[src/rtl/iir_coef_ctrl.sv]
// rtl/iir_coef_ctrl.sv - double-buffered IIR biquad coefficient bank with sample-aligned swap
// Optional shadow-bank readback port enabled by macro IIR_COEF_CTRL_READBACK_EN.
module iir_coef_ctrl #(
  parameter int SECTIONS = 4,
  parameter int COEF_W   = 32
) (
  input  logic                           clk,
  input  logic                           rst_n,
  input  logic                           wr_valid,
  output logic                           wr_ready,
  input  logic [7:0]                     wr_addr,
  input  logic [COEF_W-1:0]              wr_data,
  input  logic                           commit,
  input  logic                           sample_strobe,
  input  logic                           err_clr,
  output logic [3*SECTIONS*COEF_W-1:0]   coefs_a,
  output logic [3*SECTIONS*COEF_W-1:0]   coefs_b,
  output logic                           busy,
  output logic                           swap_done,
  output logic [15:0]                    swap_cnt,
  output logic                           err
`ifdef IIR_COEF_CTRL_READBACK_EN
  ,
  input  logic [7:0]                     rd_addr,
  output logic [COEF_W-1:0]              rd_data
`endif
);

  localparam int NCOEF  = 6 * SECTIONS;
  localparam int BANK_W = 3 * SECTIONS * COEF_W;
  localparam int AW     = $clog2(NCOEF);
  localparam logic [8:0] NCOEF_LIM = 9'(NCOEF);

  typedef enum logic [1:0] {
    IDLE = 2'd0,
    LOAD = 2'd1,
    PEND = 2'd2
  } state_t;

  state_t state_q, state_d;

  // Shadow bank holds A words in the low half and B words in the high half,
  // so a swap is a plain split of the vector.
  logic [2*BANK_W-1:0] shadow_q;
  logic [BANK_W-1:0]   live_a_q;
  logic [BANK_W-1:0]   live_b_q;
  logic                swap_done_q;
  logic [15:0]         swap_cnt_q;
  logic                err_q;

  logic          wr_fire;
  logic          wr_in_range;
  logic [AW-1:0] wr_idx;
  logic          swap;

  assign wr_ready    = (state_q != PEND);
  assign busy        = (state_q == PEND);
  assign wr_fire     = wr_valid && wr_ready;
  assign wr_in_range = ({1'b0, wr_addr} < NCOEF_LIM);
  assign wr_idx      = wr_addr[AW-1:0];
  // A strobe in the commit cycle sees IDLE/LOAD and is therefore ignored.
  assign swap        = (state_q == PEND) && sample_strobe;

  // State register.
  always_ff @(posedge clk or negedge rst_n) begin
    if (!rst_n) state_q <= IDLE;
    else        state_q <= state_d;
  end

  // Next-state logic: commit wins over loading, PEND waits for a strobe.
  always_comb begin
    state_d = state_q;
    case (state_q)
      IDLE: begin
        if (commit)                      state_d = PEND;
        else if (wr_fire && wr_in_range) state_d = LOAD;
      end
      LOAD: begin
        if (commit) state_d = PEND;
      end
      PEND: begin
        if (sample_strobe) state_d = IDLE;
      end
      default: state_d = IDLE;
    endcase
  end

  // Shadow bank write; out-of-range addresses never touch storage.
  always_ff @(posedge clk or negedge rst_n) begin
    if (!rst_n) begin
      shadow_q <= '0;
    end else if (wr_fire && wr_in_range) begin
      shadow_q[wr_idx*COEF_W +: COEF_W] <= wr_data;
    end
  end

  // Live banks change only on the sample-aligned swap.
  always_ff @(posedge clk or negedge rst_n) begin
    if (!rst_n) begin
      live_a_q <= '0;
      live_b_q <= '0;
    end else if (swap) begin
      live_a_q <= shadow_q[BANK_W-1:0];
      live_b_q <= shadow_q[2*BANK_W-1:BANK_W];
    end
  end

  // Swap pulse and free-running wrap-around swap counter.
  always_ff @(posedge clk or negedge rst_n) begin
    if (!rst_n) begin
      swap_done_q <= 1'b0;
      swap_cnt_q  <= '0;
    end else begin
      swap_done_q <= swap;
      if (swap) swap_cnt_q <= swap_cnt_q + 16'd1;
    end
  end

  // Sticky error: a new error in the clear cycle keeps the flag set.
  always_ff @(posedge clk or negedge rst_n) begin
    if (!rst_n)                        err_q <= 1'b0;
    else if (wr_fire && !wr_in_range)  err_q <= 1'b1;
    else if (err_clr)                  err_q <= 1'b0;
  end

  assign coefs_a   = live_a_q;
  assign coefs_b   = live_b_q;
  assign swap_done = swap_done_q;
  assign swap_cnt  = swap_cnt_q;
  assign err       = err_q;

`ifdef IIR_COEF_CTRL_READBACK_EN
  logic [COEF_W-1:0] rd_data_q;
  logic [AW-1:0]     rd_idx;
  assign rd_idx = rd_addr[AW-1:0];

  // Registered shadow readback, zero for addresses past the bank.
  always_ff @(posedge clk or negedge rst_n) begin
    if (!rst_n)                            rd_data_q <= '0;
    else if ({1'b0, rd_addr} < NCOEF_LIM)  rd_data_q <= shadow_q[rd_idx*COEF_W +: COEF_W];
    else                                   rd_data_q <= '0;
  end

  assign rd_data = rd_data_q;
`endif

endmodule
[config.mk]
export PLATFORM = sky130hd
export DESIGN_NAME = iir_coef_ctrl
export DESIGN_NICKNAME = d
export VERILOG_FILES = /design/src/rtl/iir_coef_ctrl.sv
export SDC_FILE = /design/constraint.sdc
export NUM_CORES = 2
export LEC_CHECK = 0
export CAP_MARGIN = 20
export CORE_MARGIN = 2
export CORE_UTILIZATION = 40
export CTS_CLUSTER_DIAMETER = 100
export DETAILED_ROUTE_END_ITERATION = 10
export HOLD_SLACK_MARGIN = 0.15
export PLACE_DENSITY = 0.69
export SYNTH_ARGS = -nofsm -noshare
export SYNTH_HDL_FRONTEND = slang
export SYNTH_SLANG_ARGS = --single-unit
[constraint.sdc]
create_clock -name clk -period 2.25 [get_ports clk]
set_clock_uncertainty 0.2 [all_clocks]
set_input_delay 0.3375 -clock clk [delete_from_list [all_inputs] [get_ports clk]]
set_output_delay 0.3375 -clock clk [all_outputs]
set_load 0.02 [all_outputs]
==> insert_results.sql <==
INSERT INTO impl_metrics (metric_group, metric, value, unit) VALUES
('run_status', 'outcome', 'finished, violations left', ''),
('run_status', 'violated_checks', 'negative setup slack', ''),
('critical_path', 'cp_max_fo', '5', ''),
('place', 'io_buffer_count', '833', ''),
('floorplanning', 'placement_rows', '142', ''),
('finish', 'fin_util', '54.9', '%'),
('timing', 'max_clock_freq', '420', 'MHz'),
('logic_synthesis', 'post_synth_mux_area_share', '15.6', '%'),
('timing', 'timing_max_transition_violations_final', '0', ''),
('timing', 'period_needed', '2.38', 'ns'),
('route', 'met2_routed_length', '104', 'mm'),
('place', 'globalplace.congestion', '0.861', ''),
('clock_network', 'cts_root_buffer', 'sky130_fd_sc_hd__clkbuf_16', ''),
('route', 'detail_route.wl_per_cell', '27.1', 'um'),
('global_route', 'antenna_found_initial', '14', ''),
('critical_path', 'required', '2.75', 'ns'),
('global_route', 'track_usage', '28.2', '%'),
('critical_path', 'critical_path_arrival', '2.88', 'ns'),
('power', 'power_per_cell_area', '731', 'nW/um2'),
('global_route', 'grt_pass1_vias', '43905', ''),
('timing', 'hold_viol', '0', ''),
('logic_synthesis', 'synth_enable_flop_cells', '0', ''),
('route', 'vias', '44391', ''),
('floorplanning', 'fp.dieH', '391', 'um'),
('finish', 'layout_overhead_on_the_synthesized_area', '36.6', '%'),
('finish', 'fillCellCount', '12486', ''),
('route', 'wl_met3', '17.4', 'mm'),
('logic_synthesis', 'synthesis.nets', '5044', ''),
('logic_synthesis', 'compound_gate_fraction_of_synth_area', '6.01', '%'),
('flow_run', 'max-cap-violations', '0', ''),
('floorplanning', 'die_area', '153000', 'um2'),
('clock_network', 'numCtsBuffers', '162', ''),
('clock_network', 'cts_num_sinks', '1556', ''),
('timing', 'grt_setup_unrepaired', 'yes', ''),
('logic_synthesis', 'synth_top_family_by_area', 'multiplexers', ''),
('global_route', 'grt_first_pass_wirelength', '312', 'mm'),
('floorplanning', 'initial_utilization', '40.2', '%'),
('finish', 'design.final.nets', '6167', ''),
('place', 'dp_hpwl', '149', 'mm'),
('finish', 'mostFrequentLayoutCells', '1556 x sky130_fd_sc_hd__dfrtp_1, 1035 x sky130_fd_sc_hd__nand2_1, 799 x sky130_fd_sc_hd__mux2_2', ''),
('timing', 'final-setup-viol-count', '137', ''),
('floorplanning', 'die_w', '391', 'um'),
('global_route', 'gr-total-overflow', '0', ''),
('clock_network', 'clk_path_buf_depth', '3', ''),
('clock_network', 'cts_max_level', '4', ''),
('finish', 'layout.cells.most_common', 'sky130_fd_sc_hd__dfrtp_1', ''),
('timing', 'min_period_over_period', '106', '%'),
('route', 'met1_length', '91.0', 'mm'),
('critical_path', 'crit_path_end_kind', 'flop', ''),
('floorplanning', 'top_level_ports', '834', ''),
('clock_network', 'cts.clk_slew.worst_paths', '0.06', 'ns'),
('timing', 'setup_total_negative_slack', '-4.42', 'ns'),
('clock_network', 'clock_tree_from_tritoncts', 'yes', ''),
('route', 'ant_nets', '0', ''),
('logic_synthesis', 'synth_seq_area_share', '64.8', '%'),
('timing', 'max-slew-margin-rel', '39.3', '%'),
('logic_synthesis', 'count_of_mapped_cells_out_of_synthesis', '4995', ''),
('critical_path', 'worstSetupStartpointType', 'flop', ''),
('timing', 'finalWorstSetupSlack', '-0.131', 'ns'),
('route', 'drtPass1Iterations', '6', ''),
('critical_path', 'setup.worst_path.class', 'flop to flop', ''),
('min_path', 'timing.hold.worst.class', 'primary input to flop', ''),
('logic_synthesis', 'synth-warning-count', '0', ''),
('floorplanning', 'floorplan.core_area', '149000', 'um2'),
('logic_synthesis', 'synth-seq-cells', '1556', ''),
('logic_synthesis', 'most_used_dff_post_synth', 'sky130_fd_sc_hd__dfrtp_1', ''),
('finish', 'drive_above_1_share', '31.1', '%'),
('route', 'drc_errors', '0', ''),
('logic_synthesis', 'yosysUniqueCellTypes', '55', ''),
('logic_synthesis', 'avgSynthCellArea', '12.0', 'um2'),
('logic_synthesis', 'yosys.area_share.xor_xnor', '0.248', '%'),
('logic_synthesis', 'synth-simple-area-share', '10.1', '%'),
('logic_synthesis', 'postSynth.asyncResetShare', '100', '%'),
('clock_network', 'clk-insertion-delay-late', '0.80', 'ns'),
('logic_synthesis', 'synth_adder_area_share', '0.0625', '%'),
('route', 'drt-initial-drc-count', '3791', ''),
('timing', 'worst_slew_pin_slew', '0.911', 'ns'),
('power', 'leakagePower', '40.8', 'nW'),
('power', 'irDropWorstVdd', '0.000621', 'V'),
('route', 'top_layer', 'met5', ''),
('route', 'wl', '224', 'mm'),
('logic_synthesis', 'synth_area', '60000', 'um2'),
('route', 'drt-vias-per-instance', '5.37', ''),
('global_route', 'grt_start_max_net_pins', '81', '');
[Yosys cell counts (2+ instances only)]
cell type	n	share of area, %
sky130_fd_sc_hd__o21a_1	2	0.025
sky130_fd_sc_hd__buf_4	3	0.038
sky130_fd_sc_hd__o21ai_1	64	0.53
sky130_fd_sc_hd__nand4bb_1	2	0.038
sky130_fd_sc_hd__o31ai_2	28	0.58
sky130_fd_sc_hd__buf_2	46	0.38
sky130_fd_sc_hd__buf_6	5	0.094
sky130_fd_sc_hd__inv_1	107	0.67
sky130_fd_sc_hd__nor3_1	13	0.11
sky130_fd_sc_hd__or3_1	3	0.031
sky130_fd_sc_hd__o31ai_1	47	0.59
sky130_fd_sc_hd__nand4_1	12	0.13
sky130_fd_sc_hd__a31oi_1	3	0.031
sky130_fd_sc_hd__or4_1	7	0.088
sky130_fd_sc_hd__nor2b_1	5	0.052
sky130_fd_sc_hd__ha_1	3	0.063
sky130_fd_sc_hd__and3b_1	2	0.029
sky130_fd_sc_hd__o41ai_1	8	0.12
sky130_fd_sc_hd__nor4_1	5	0.052
sky130_fd_sc_hd__xor2_1	7	0.10
sky130_fd_sc_hd__mux2_2	802	15
sky130_fd_sc_hd__nor3b_1	3	0.038
sky130_fd_sc_hd__clkbuf_1	320	2.0
sky130_fd_sc_hd__and3_1	7	0.073
sky130_fd_sc_hd__buf_1	6	0.038
sky130_fd_sc_hd__a21oi_1	6	0.050
sky130_fd_sc_hd__nand3_1	202	1.7
sky130_fd_sc_hd__o21ai_0	476	4.0
sky130_fd_sc_hd__xnor2_1	10	0.15
sky130_fd_sc_hd__nand2_1	1156	7.2
sky130_fd_sc_hd__nand2b_1	5	0.052
sky130_fd_sc_hd__or2_2	2	0.021
sky130_fd_sc_hd__nor2_1	19	0.12
sky130_fd_sc_hd__and2_1	2	0.021
sky130_fd_sc_hd__dfrtp_1	1556	65
sky130_fd_sc_hd__mux2i_1	31	0.52
sky130_fd_sc_hd__nor4_4	2	0.071
[worst max-delay path, stage by stage, from the launching register on]
cell and delay [ns]:
sky130_fd_sc_hd__dfrtp_1 0.41, sky130_fd_sc_hd__nand2b_4 0.12, sky130_fd_sc_hd__buf_6 0.11, sky130_fd_sc_hd__nand4_1 0.11, sky130_fd_sc_hd__buf_6 0.17, sky130_fd_sc_hd__or4_4 0.65, sky130_fd_sc_hd__buf_12 0.20, sky130_fd_sc_hd__buf_16 0.13
sky130_fd_sc_hd__o31ai_4 0.19
[worst paths after layout]
path / startpoint / to / slack (ns) / cells past startpoint
max in group asynchronous: rst_n / coefs_b[203]$_DFFE_PN0P_ / 0.93 / 3
max reg2reg: state_q[1]$_DFFE_PN0P_ / shadow_q[538]$_DFFE_PN0P_ / -0.13 / 8
min: wr_addr[1] / shadow_q[227]$_DFFE_PN0P_ / 0.19 / 7
min in group asynchronous: rst_n / coefs_a[166]$_DFFE_PN0P_ / 0.26 / 3
max: state_q[1]$_DFFE_PN0P_ / shadow_q[538]$_DFFE_PN0P_ / -0.13 / 8
min reg2reg: shadow_q[584]$_DFFE_PN0P_ / shadow_q[584]$_DFFE_PN0P_ / 0.26 / 2
[logic make-up after synthesis]
| group | Yosys count |
|---|---|
| flops | 1556 |
| simple gates | 1459 |
| mux | 833 |
| compound gates | 640 |
| buf+inv | 487 |
| xor+xnor | 17 |
| fa+ha+maj | 3 |
[metal layers]
layer | up-vias | global-route usage, %
met5 | - | 0
met4 | 2 | 13.0
met3 | 467 | 6.76
met2 | 1810 | 44.3
met1 | 23020 | 37.1
li1 | 19092 | -
[layout make-up]
class                      instances  area, um2  share of cell area (%)
timing repair buffer            1338      13800                    16.8
sequential                      1556      38900                    47.5
multi-input combinational       2953      21100                    25.7
inverter                         107        407                   0.496
clock inverter                    67        664                   0.810
clock buffer                     224       4630                    5.64
tap                             2016       2520                    3.07
antenna                            8       20.0                  0.0244
[power breakdown]
group          switching [W]  total, W  internal, W
Sequential          0.000229    0.0285       0.0283
Combinational        0.00300   0.00469      0.00169
Clock                 0.0115    0.0268       0.0153
Total                 0.0148    0.0600       0.0452
[flip-flops by register name, summed over array words and instances, names as in the netlist]
name and count:
shadow_q 768, coefs_a 384, swap_cnt 16, swap_done 1, coefs_b 384, err 1, state_q 2
[per-stage QoR]
stage / total power, W / area, um2 / hold slack (ns) / instances / setup WS (ns)
floorplan: 0.0307 / 60600 / -0.158 / 4995 / -0.933
global placement: 0.0334 / 74000 / 0.115 / 7833 / -1.14
detailed placement: 0.0335 / 74000 / 0.113 / 7833 / -1.15
CTS: 0.0601 / 80000 / 0.184 / 8206 / -0.125
global route: 0.0618 / 82000 / 0.198 / 8263 / -0.205
finish: 0.0600 / 82000 / 0.188 / 8269 / -0.131
[timing repair]
item | 4_1_cts | 5_1_grt
setup buffers | 21 | 30
cloned | 23 | 29
resized for setup | 906 | 447
endpoints found under the setup margin | 1546 | 749
endpoints found under the hold margin | 2305 | 2
pin swaps | 19 | 124
hold buffers | 38 | 2
Power figures use the tool's default switching activity.
